$ cat src/rtl/multiword_alu_seq_pkg.sv
// Shared definitions for the multi-word ALU sequencer: opcodes, opcode classes and FSM states.
package multiword_alu_seq_pkg;

    localparam logic [3:0] CmdMov = 4'b0001;
    localparam logic [3:0] CmdMvn = 4'b1001;
    localparam logic [3:0] CmdAdd = 4'b0010;
    localparam logic [3:0] CmdAdc = 4'b0011;
    localparam logic [3:0] CmdSub = 4'b0100;
    localparam logic [3:0] CmdSbc = 4'b0101;
    localparam logic [3:0] CmdAnd = 4'b0110;
    localparam logic [3:0] CmdOrr = 4'b0111;
    localparam logic [3:0] CmdEor = 4'b1000;

    typedef enum logic [1:0] {ClsAdd, ClsSub, ClsLogic, ClsUndef} cmd_class_e;

    typedef enum logic [1:0] {StIdle, StRun, StDone} state_e;

    function automatic cmd_class_e cmd_class(input logic [3:0] cmd);
        cmd_class_e cls;
        case (cmd)
            CmdAdd, CmdAdc:                         cls = ClsAdd;
            CmdSub, CmdSbc:                         cls = ClsSub;
            CmdMov, CmdMvn, CmdAnd, CmdOrr, CmdEor: cls = ClsLogic;
            default:                                cls = ClsUndef;
        endcase
        return cls;
    endfunction

endpackage

$ cat src/rtl/multiword_alu_seq_alu.sv
// Single-word N-bit ALU producing {N,Z,C,V}; for subtracts C is a borrow bit.
module multiword_alu_seq_alu
    import multiword_alu_seq_pkg::*;
#(
    parameter int unsigned N = 32
) (
    input  logic [N-1:0] a_i,
    input  logic [N-1:0] b_i,
    input  logic [3:0]   command_i,
    input  logic         carry_i,
    output logic [N-1:0] result_o,
    output logic [3:0]   status_o
);

    logic [N:0]   wide;
    logic [N-1:0] res;
    logic         c;
    logic         v;
    logic         add_cin;
    logic         sub_borrow;

    // SBC subtracts an extra 1 when carry is clear (carry acts as "not borrow").
    assign add_cin    = (command_i == CmdAdc) ? carry_i : 1'b0;
    assign sub_borrow = (command_i == CmdSbc) ? ~carry_i : 1'b0;

    always_comb begin
        wide = '0;
        res  = '0;
        c    = 1'b0;
        v    = 1'b0;
        case (command_i)
            CmdMov: res = b_i;
            CmdMvn: res = ~b_i;
            CmdAnd: res = a_i & b_i;
            CmdOrr: res = a_i | b_i;
            CmdEor: res = a_i ^ b_i;
            CmdAdd, CmdAdc: begin
                wide = {1'b0, a_i} + {1'b0, b_i} + {{N{1'b0}}, add_cin};
                res  = wide[N-1:0];
                c    = wide[N];
                v    = (a_i[N-1] == b_i[N-1]) && (res[N-1] != a_i[N-1]);
            end
            CmdSub, CmdSbc: begin
                wide = {1'b0, a_i} - {1'b0, b_i} - {{N{1'b0}}, sub_borrow};
                res  = wide[N-1:0];
                c    = wide[N];
                v    = (a_i[N-1] != b_i[N-1]) && (res[N-1] != a_i[N-1]);
            end
            default: res = '0;
        endcase
    end

    assign result_o = res;
    assign status_o = {res[N-1], (res == '0), c, v};

endmodule

$ cat src/rtl/multiword_alu_seq.sv
// Runs one WORDS*N-bit operation through a single N-bit ALU, one word per cycle, LSW first,
// chaining carry/borrow between words and producing a wide result with NZCV flags.
module multiword_alu_seq
    import multiword_alu_seq_pkg::*;
#(
    parameter int unsigned N     = 32,
    parameter int unsigned WORDS = 4
) (
    input  logic                 clk,
    input  logic                 rst,
    input  logic                 start,
    input  logic [3:0]           command,
    input  logic [N*WORDS-1:0]   operand_a,
    input  logic [N*WORDS-1:0]   operand_b,
    input  logic                 carry_in,
    output logic                 busy,
    output logic                 done,
    output logic [N*WORDS-1:0]   result,
    output logic [3:0]           status_out
);

    localparam int unsigned W    = N * WORDS;
    localparam int unsigned IdxW = (WORDS > 1) ? $clog2(WORDS) : 1;
    localparam logic [IdxW-1:0] LastIdx = IdxW'(WORDS - 1);

    state_e                    state_q;
    logic [IdxW-1:0]           idx_q;
    logic [WORDS-1:0][N-1:0]   a_q;
    logic [WORDS-1:0][N-1:0]   b_q;
    logic [WORDS-1:0][N-1:0]   shadow_q;
    logic [WORDS-1:0][N-1:0]   shadow_d;
    logic [3:0]                cmd_q;
    logic                      cin_q;
    logic                      prev_c_q;
    logic                      zero_q;
    logic [W-1:0]              result_q;
    logic [3:0]                status_q;
    logic                      busy_q;
    logic                      done_q;

    logic [3:0]   alu_cmd;
    logic         alu_cin;
    logic [N-1:0] alu_res;
    logic [3:0]   alu_status;

    // Upper words continue the operation: add-class chains carry, sub-class chains borrow.
    always_comb begin
        alu_cmd = cmd_q;
        alu_cin = cin_q;
        if (idx_q != '0) begin
            case (cmd_class(cmd_q))
                ClsAdd: begin
                    alu_cmd = CmdAdc;
                    alu_cin = prev_c_q;
                end
                ClsSub: begin
                    alu_cmd = CmdSbc;
                    alu_cin = ~prev_c_q;
                end
                default: ;
            endcase
        end
    end

    always_comb begin
        shadow_d        = shadow_q;
        shadow_d[idx_q] = alu_res;
    end

    multiword_alu_seq_alu #(
        .N(N)
    ) u_alu (
        .a_i       (a_q[idx_q]),
        .b_i       (b_q[idx_q]),
        .command_i (alu_cmd),
        .carry_i   (alu_cin),
        .result_o  (alu_res),
        .status_o  (alu_status)
    );

    always_ff @(posedge clk) begin
        if (rst) begin
            state_q  <= StIdle;
            idx_q    <= '0;
            a_q      <= '0;
            b_q      <= '0;
            shadow_q <= '0;
            cmd_q    <= '0;
            cin_q    <= 1'b0;
            prev_c_q <= 1'b0;
            zero_q   <= 1'b1;
            result_q <= '0;
            status_q <= '0;
            busy_q   <= 1'b0;
            done_q   <= 1'b0;
        end else begin
            case (state_q)
                StIdle: begin
                    done_q <= 1'b0;
                    if (start) begin
                        a_q     <= operand_a;
                        b_q     <= operand_b;
                        cmd_q   <= command;
                        cin_q   <= carry_in;
                        idx_q   <= '0;
                        zero_q  <= 1'b1;
                        busy_q  <= 1'b1;
                        state_q <= StRun;
                    end
                end
                StRun: begin
                    shadow_q <= shadow_d;
                    prev_c_q <= alu_status[1];
                    zero_q   <= zero_q & alu_status[2];
                    if (idx_q == LastIdx) begin
                        result_q <= shadow_d;
                        status_q <= {alu_status[3], zero_q & alu_status[2], alu_status[1:0]};
                        done_q   <= 1'b1;
                        state_q  <= StDone;
                    end else begin
                        idx_q <= idx_q + 1'b1;
                    end
                end
                StDone: begin
                    done_q  <= 1'b0;
                    busy_q  <= 1'b0;
                    idx_q   <= '0;
                    state_q <= StIdle;
                end
                default: state_q <= StIdle;
            endcase
        end
    end

    assign busy       = busy_q;
    assign done       = done_q;
    assign result     = result_q;
    assign status_out = status_q;

endmodule
$ cat config.mk
export PLATFORM = sky130hd
export DESIGN_NAME = multiword_alu_seq
export DESIGN_NICKNAME = d
export VERILOG_FILES = /design/src/rtl/multiword_alu_seq_pkg.sv /design/src/rtl/multiword_alu_seq_alu.sv /design/src/rtl/multiword_alu_seq.sv
export SDC_FILE = /design/constraint.sdc
export NUM_CORES = 1
export LEC_CHECK = 0
export CAP_MARGIN = 20
export CORE_MARGIN = 2
export CORE_UTILIZATION = 30
export CTS_BUF_LIST = sky130_fd_sc_hd__clkbuf_8
export DETAILED_ROUTE_END_ITERATION = 12
export DONT_BUFFER_PORTS = 1
export PLACE_DENSITY = 0.55
export SLEW_MARGIN = 20
export SYNTH_ARGS = -nofsm -noshare
export SYNTH_HDL_FRONTEND = slang
export SYNTH_SLANG_ARGS = --single-unit
$ cat constraint.sdc
create_clock -name clk -period 11.3 [get_ports clk]
set_input_delay 3.39 -clock clk [delete_from_list [all_inputs] [get_ports clk]]
set_output_delay 3.39 -clock clk [all_outputs]
set_load 0.005 [all_outputs]
Yosys cells after proc, flatten, opt, wreduce, memory -nomap -nowiden:

Memory sizes are Yosys's and may differ from the RTL's. A register that Yosys moved wholly into a read port is not among the register bits.
Index checks and enable logic that the tools add are counted.
Widths: inputs -> output; s select.

* add/sub/neg operators: 5
* $mul: 0
* div/mod/pow operators: 0
* magnitude comparators: 2
* equality and inequality tests: 20
* shifts and indexed selects: 0
* mux-type cells: 30
* bitwise gates (word level): 7
* reductions and logical operators: 21

Operators by type and width (number)
* $pmux 32 s7: 1
* $bmux 32 s2: 2
* $bwmux 128: 1
* $mux 32: 3
* $demux 32 s2: 1
* $add 32x32->33: 1
* $add 33x1->33: 1
* $sub 32x32->33: 1
* $sub 33x1->33: 1
* $and 32x32->32: 1
* $logic_not 32->1: 1
* $not 32->32: 1
* $or 32x32->32: 1
* $xor 32x32->32: 1
* $eq 4x3->1 const B: 4
* $mux 4: 3
* $pmux 1 s2: 6
* $reduce_and 2->1: 6
* $mux 2: 5
* $eq 4x2->1 const B: 2
* $eq 4x4->1 const B: 2
* $pmux 4 s2: 1
* $reduce_bool 2->1: 4
* $ne 2x2->1 const B: 3
* other kinds (18): 32

* register bits: 529
* latch bits: 0
* RAM bits: 0
* ROM bits: 32
* input port bits: 264
* output and inout bits: 134
* logic and storage cells: 108
* memories: 1

Memories
* (no name shown): words 16, width 2, read ports 1, clocked after memory_dff 1, write ports 0, RTL line multiword_alu_seq_pkg.sv:20 `case (cmd)`

Logic depth before layout (Yosys ltp):

* word-level depth: 12
* gate-level depth with buffers: 25
* depth with buffers taken out: 19

Cells and area by module:

From an unflattened synthesis, not the netlist that was laid out.

* cells, all modules: 3129
* area total of the unflattened synthesis: 26136.3 µm²

Modules (own cells, without submodules)
* multiword_alu_seq: instances 1, cells each 2138, area an instance 19437.4 µm², seq. area each 9989.6 µm²
* multiword_alu_seq_alu: instances 1, cells each 991, area an instance 6698.9 µm², seq. area each 0.0 µm²

Worst setup path after synthesis:

No wires, ideal clock.

* path kind: register to register
* from: register idx_q[0]
* to: register status_q[2] (netlist: status_out[2])
* setup time: 0.071 ns
* data arrival time: 6.251 ns
* data required time: 11.229 ns
* slack: 4.978 ns
* stages on the path, launching flop included: 23
* path buffers: 6
* clock period less this slack: 6.322 ns
* cell sequence: dfxtp_1 buf_6 buf_6 buf_6 buf_2 buf_2 buf_1 inv_1 ha_1 nor2_1 a31oi_1 fa_1 fa_1 o21ai_0 a22oi_1 a2111oi_1 o21ai_0 xor2_1 a2111oi_1 nand4_1 nor4_1 nand4_1 o21ai_1

* longest elaborated chain between the ends: 8
* elaborated cells on any way between the ends: 34
* classes of those cells: add/sub: 4; eq/ne: 10; mux: 9; bitwise: 6; reduce/logical: 5

Ends and longest elaborated chain
* from (decl): RTL line multiword_alu_seq.sv:27 `logic [IdxW-1:0] idx_q;`
* from (signal assigned): RTL line multiword_alu_seq.sv:121 `idx_q <= idx_q + 1'b1;`
* parallel branches: the longest is 8 deep, another holds $sub 32x32->33
* to (signal assigned): RTL line multiword_alu_seq.sv:117 `status_q <= {alu_status[3], zero_q & alu_status[2], alu_status[1:0]};`
* to (decl): RTL line multiword_alu_seq.sv:37 `logic [3:0] status_q;`

Several ways; the timed one is not identified. The select of a mux whose other input is x is not followed.
A chain may end at the register's enable or synchronous reset.

Worst setup path in the final report:

Ends and elaborated chain as after synthesis.

==> metrics.cfg <==
[cells_and_area]
nFillCells = 9202
nNetsFinal = 3562
synthToLayoutAreaGrowth_pct = 10.75
final_layout_size_suffix_gt1_share_pct = 8.936
finalInstanceArea_sq_mm = 0.02895
antennaDiodeCount = 0

[die]
die_height_microns = 299.2
rows = 108
design.die.area_sq_mm = 0.08951
design.portCount = 398
core-area_sq_mm = 0.08662
initial_core_util_pct = 30.18
floorplan.die.width_microns = 299.2

[timing]
fin_ws_ns = 4.946
timing.max_slew.rel_slack_pct = 31.61
timing.final.setup_violations = 0
final_worst_path_period_share_pct = 56.23
tightest_slew_ns = 1.026
max_slew_violation_count = 0
crit_path_time_final_ns = 6.354
unrepaired_setup_endpoints_after_global_routing = false
timing_hold_violations_final = 0
tns_ns = 0
fmaxAchievable_ghz = 0.1574
final.setup_skew_ns = 0.05751

[synth]
synthesis.nets = 3689
post_synth_most_frequent_cells = sky130_fd_sc_hd__nand2_1 (701), sky130_fd_sc_hd__dfxtp_1 (499), sky130_fd_sc_hd__a21oi_1 (488), sky130_fd_sc_hd__nor2_1 (333), sky130_fd_sc_hd__clkbuf_1 (224)
synthCells = 3292
syn-mean-instance-area_sq_um = 7.941
seq_area_frac_synth_pct = 38.21
syn_area_sq_mm = 0.02614
ys_dominant_reg_cell = sky130_fd_sc_hd__dfxtp_1
area_contributors_post_synth = sky130_fd_sc_hd__dfxtp_1 (38%), sky130_fd_sc_hd__nand2_1 (10%), sky130_fd_sc_hd__a21oi_1 (9.3%)
synth.largest_area_cell = sky130_fd_sc_hd__dfxtp_1
post_synth_num_cell_types = 83
yosysWarnings = 0
yosys_register_bits = 499
synthMostInstantiatedCell = sky130_fd_sc_hd__nand2_1
post-synth-top-area-fraction_pct = 38.21
synth_edf_count = 0
postSynth.asyncResetShare_pct = 0

[critical_path]
setup.worst_path.class = reg -> reg
cp_num_buf_inv = 2
timing.critical_path.max_delay_family = compound AO/OA/AOI/OAI gates
timing.reg2reg.setup_slack_ns = 4.95
worstPathArrival_ns = 6.99
timing.critical_path.slowest_stage_cell = sky130_fd_sc_hd__buf_4
crit_path_end_kind = flip-flop
critical_path.cell_chain = inv_1 -> ha_2 -> buf_4 -> o21ba_2 -> nand2_1 -> nor4b_1 -> a31oi_1 -> fa_1 -> fa_1 -> o21ai_0 -> a22oi_1 -> a2111oi_1 -> o211ai_1 -> a21boi_0 -> mux2i_1 -> o311a_1 -> o2111ai_1 -> nor4_1 -> nand4_1 -> o21ai_1
cpMostUsedCell = sky130_fd_sc_hd__fa_1
cp-start-kind = flip-flop
rr_worst_depth = 20
cp_max_fo = 67
critical_path.reg2reg.startpoint = idx_q[0]
cp.required_ns = 11.93
r2r-end = status_out[2]
crit_path_max_incr_delay_ns = 0.60

[cts]
tritoncts_clock_tree = done
clkLatencyLatePin_ns = 0.74
cts.path.max_buffers = 3
postCtsResizedCells = 0
cts_max_level = 3
clock-root-buffer = sky130_fd_sc_hd__clkbuf_8
cts_hold_repair_buffers = 0
post-cts-setup-buffer-count = 0
cts_inserted_buffers = 91
cts_num_sinks = 499
worst_setup_hold_path_clk_slew_ns = 0.06

[run_status]
status = completed

[detailed_routing]
met1Wirelength_mm = 42.18
routed_via_density = 5.246
via_count = 23030
residual_drc_count = 0
dr_wl_met3_mm = 7.013
top_signal_layer_used = met4
remaining_number_of_nets_flagged_by_the_antenna_check_after_routing = 0
wl_per_cell_microns = 20.96
drtPass1Iterations = 5
postRouteWirelength_mm = 92.00
met2RoutedLength_mm = 39.67
dr.first_iter.drc_count = 2217

[placed_design]
detailedPlace.worstSlack_ns = 5.068
finalWeightedCongestion = 0.9316
post-dp-hpwl_mm = 64.38
placed_cell_area_sq_mm = 0.02699
placement.io_buffers = 0

[worst_hold_path]
min-delay-path-class = reg -> reg
timing.hold.worst_path_depth = 2
hold-path-endpoint = b_q[126]
min-delay-start = b_q[126]

[pwr]
static-leakage-power_nw = 10.53
power_density_mw_per_mm2 = 164.5
max-vdd-ir-drop_uv = 107.9

[job]
max_capacitance_violation_count = 0

[grt]
wire_length_of_the_first_global_routing_pass_mm = 136.9
grt_max_degree = 488
globalRoute.totalOverflow = 0
globalRouteTotalUtil_pct = 19.87
number_of_global_route_vias_before_repair = 21310
antenna_found_initial = 0

-- worst min-delay path, stage by stage (launching register included) --
cell and delay (ns):
sky130_fd_sc_hd__dfxtp_1 0.30, sky130_fd_sc_hd__nand2_1 0.05, sky130_fd_sc_hd__a21oi_1 0.05
-- registers in the layout, summed over array words and instances (netlist names), 2 cells and up, named ones only --
name,cells
cmd_q,4
b_q,128
result,128
status_out,4
a_q,128
state_q,2
idx_q,2
shadow_q,96
-- metrics by stage --
stage / instances / hold slack (ns) / total power [mW] / util [%]
after floorplan: 3292 / 0.4331 / 2.654 / -
after global placement: 4227 / 0.4404 / 2.948 / 31.16
after detailed placement: 4227 / 0.4433 / 2.947 / 31.16
after CTS: 4389 / 0.4514 / 4.812 / 33.42
after global routing: 4389 / 0.4662 / 5.008 / 33.42
final: 4389 / 0.4506 / 4.764 / 33.42
-- layer usage --
metal  global-route usage [%]  up-vias
met4                    7.226        0
met5                        0        -
met1                    27.38    10960
li1                         -    11180
met2                    29.98      759
met3                    4.950      126
-- cell usage in the layout, fill, tap and decap left out, types with 6 or more instances in the layout --
master,netlist,layout
sky130_fd_sc_hd__a211oi_1,138,136
sky130_fd_sc_hd__a21o_1,30,30
sky130_fd_sc_hd__a21oi_1,488,488
sky130_fd_sc_hd__a221o_1,10,10
sky130_fd_sc_hd__a221oi_1,33,32
sky130_fd_sc_hd__a31oi_1,6,6
sky130_fd_sc_hd__and2_1,11,11
sky130_fd_sc_hd__and3_1,11,11
sky130_fd_sc_hd__buf_4,0,39
sky130_fd_sc_hd__clkbuf_8,0,119
sky130_fd_sc_hd__clkinv_2,0,8
sky130_fd_sc_hd__dfxtp_1,499,496
sky130_fd_sc_hd__ha_1,129,126
sky130_fd_sc_hd__inv_1,112,135
sky130_fd_sc_hd__mux2i_1,13,12
sky130_fd_sc_hd__mux4_2,65,65
sky130_fd_sc_hd__nand2_1,701,700
sky130_fd_sc_hd__nand2b_1,10,10
sky130_fd_sc_hd__nand3_1,31,31
sky130_fd_sc_hd__nand4_1,25,25
sky130_fd_sc_hd__nor2_1,333,331
sky130_fd_sc_hd__nor2b_1,13,13
sky130_fd_sc_hd__nor3_1,30,30
sky130_fd_sc_hd__nor4_1,7,6
sky130_fd_sc_hd__o211ai_1,13,13
sky130_fd_sc_hd__o21a_1,44,44
sky130_fd_sc_hd__o21ai_0,69,69
sky130_fd_sc_hd__o21bai_1,6,6
sky130_fd_sc_hd__o221ai_1,8,8
sky130_fd_sc_hd__o31ai_1,8,7
sky130_fd_sc_hd__or3_1,6,6
sky130_fd_sc_hd__xnor2_1,40,40
sky130_fd_sc_hd__xor2_1,33,33
-- layout make-up --
cell class | count | area, sq um | share of cell area [%]
clock buffer | 119 | 1638 | 5.657
clock inverter | 43 | 319.1 | 1.102
inverter | 112 | 420.4 | 1.452
multi-input combinational | 2420 | 14800 | 51.11
sequential | 499 | 9998 | 34.54
tap | 1155 | 1445 | 4.992
timing repair buffer | 41 | 332.8 | 1.150
-- where the power goes --
group          internal [mW]  switching, mW
registers               1.84         0.0490
clock network           1.03          0.804
logic                  0.362          0.677
-- how the worst max path moves through the flow --
stage | startpoint | endpoint | slack, ns | depth (start not counted)
after global routing | idx_q[0] | status_out[2] | 4.41 | 20
after floorplan | idx_q[0] | status_out[2] | 4.98 | 22
final | idx_q[0] | status_out[2] | 4.95 | 20
after detailed placement | idx_q[0] | status_out[2] | 5.07 | 15
after CTS | idx_q[0] | status_out[2] | 4.99 | 15
after global placement | idx_q[0] | status_out[2] | 5.13 | 16
-- cell families (layout without fill, tap and decap cells) --
kind of cell    Yosys count  after routing  share of synthesized area (%)
compound gates          927            927                          22.22
xor+xnor                 73             73                          2.446
fa+ha+maj               133            133                          6.481
buf+inv                 373            315                          5.495
flops                   499            499                          38.21
mux                      83             83                          6.313
simple gates           1204           1204                          18.83
Power figures use the tool's default switching activity.
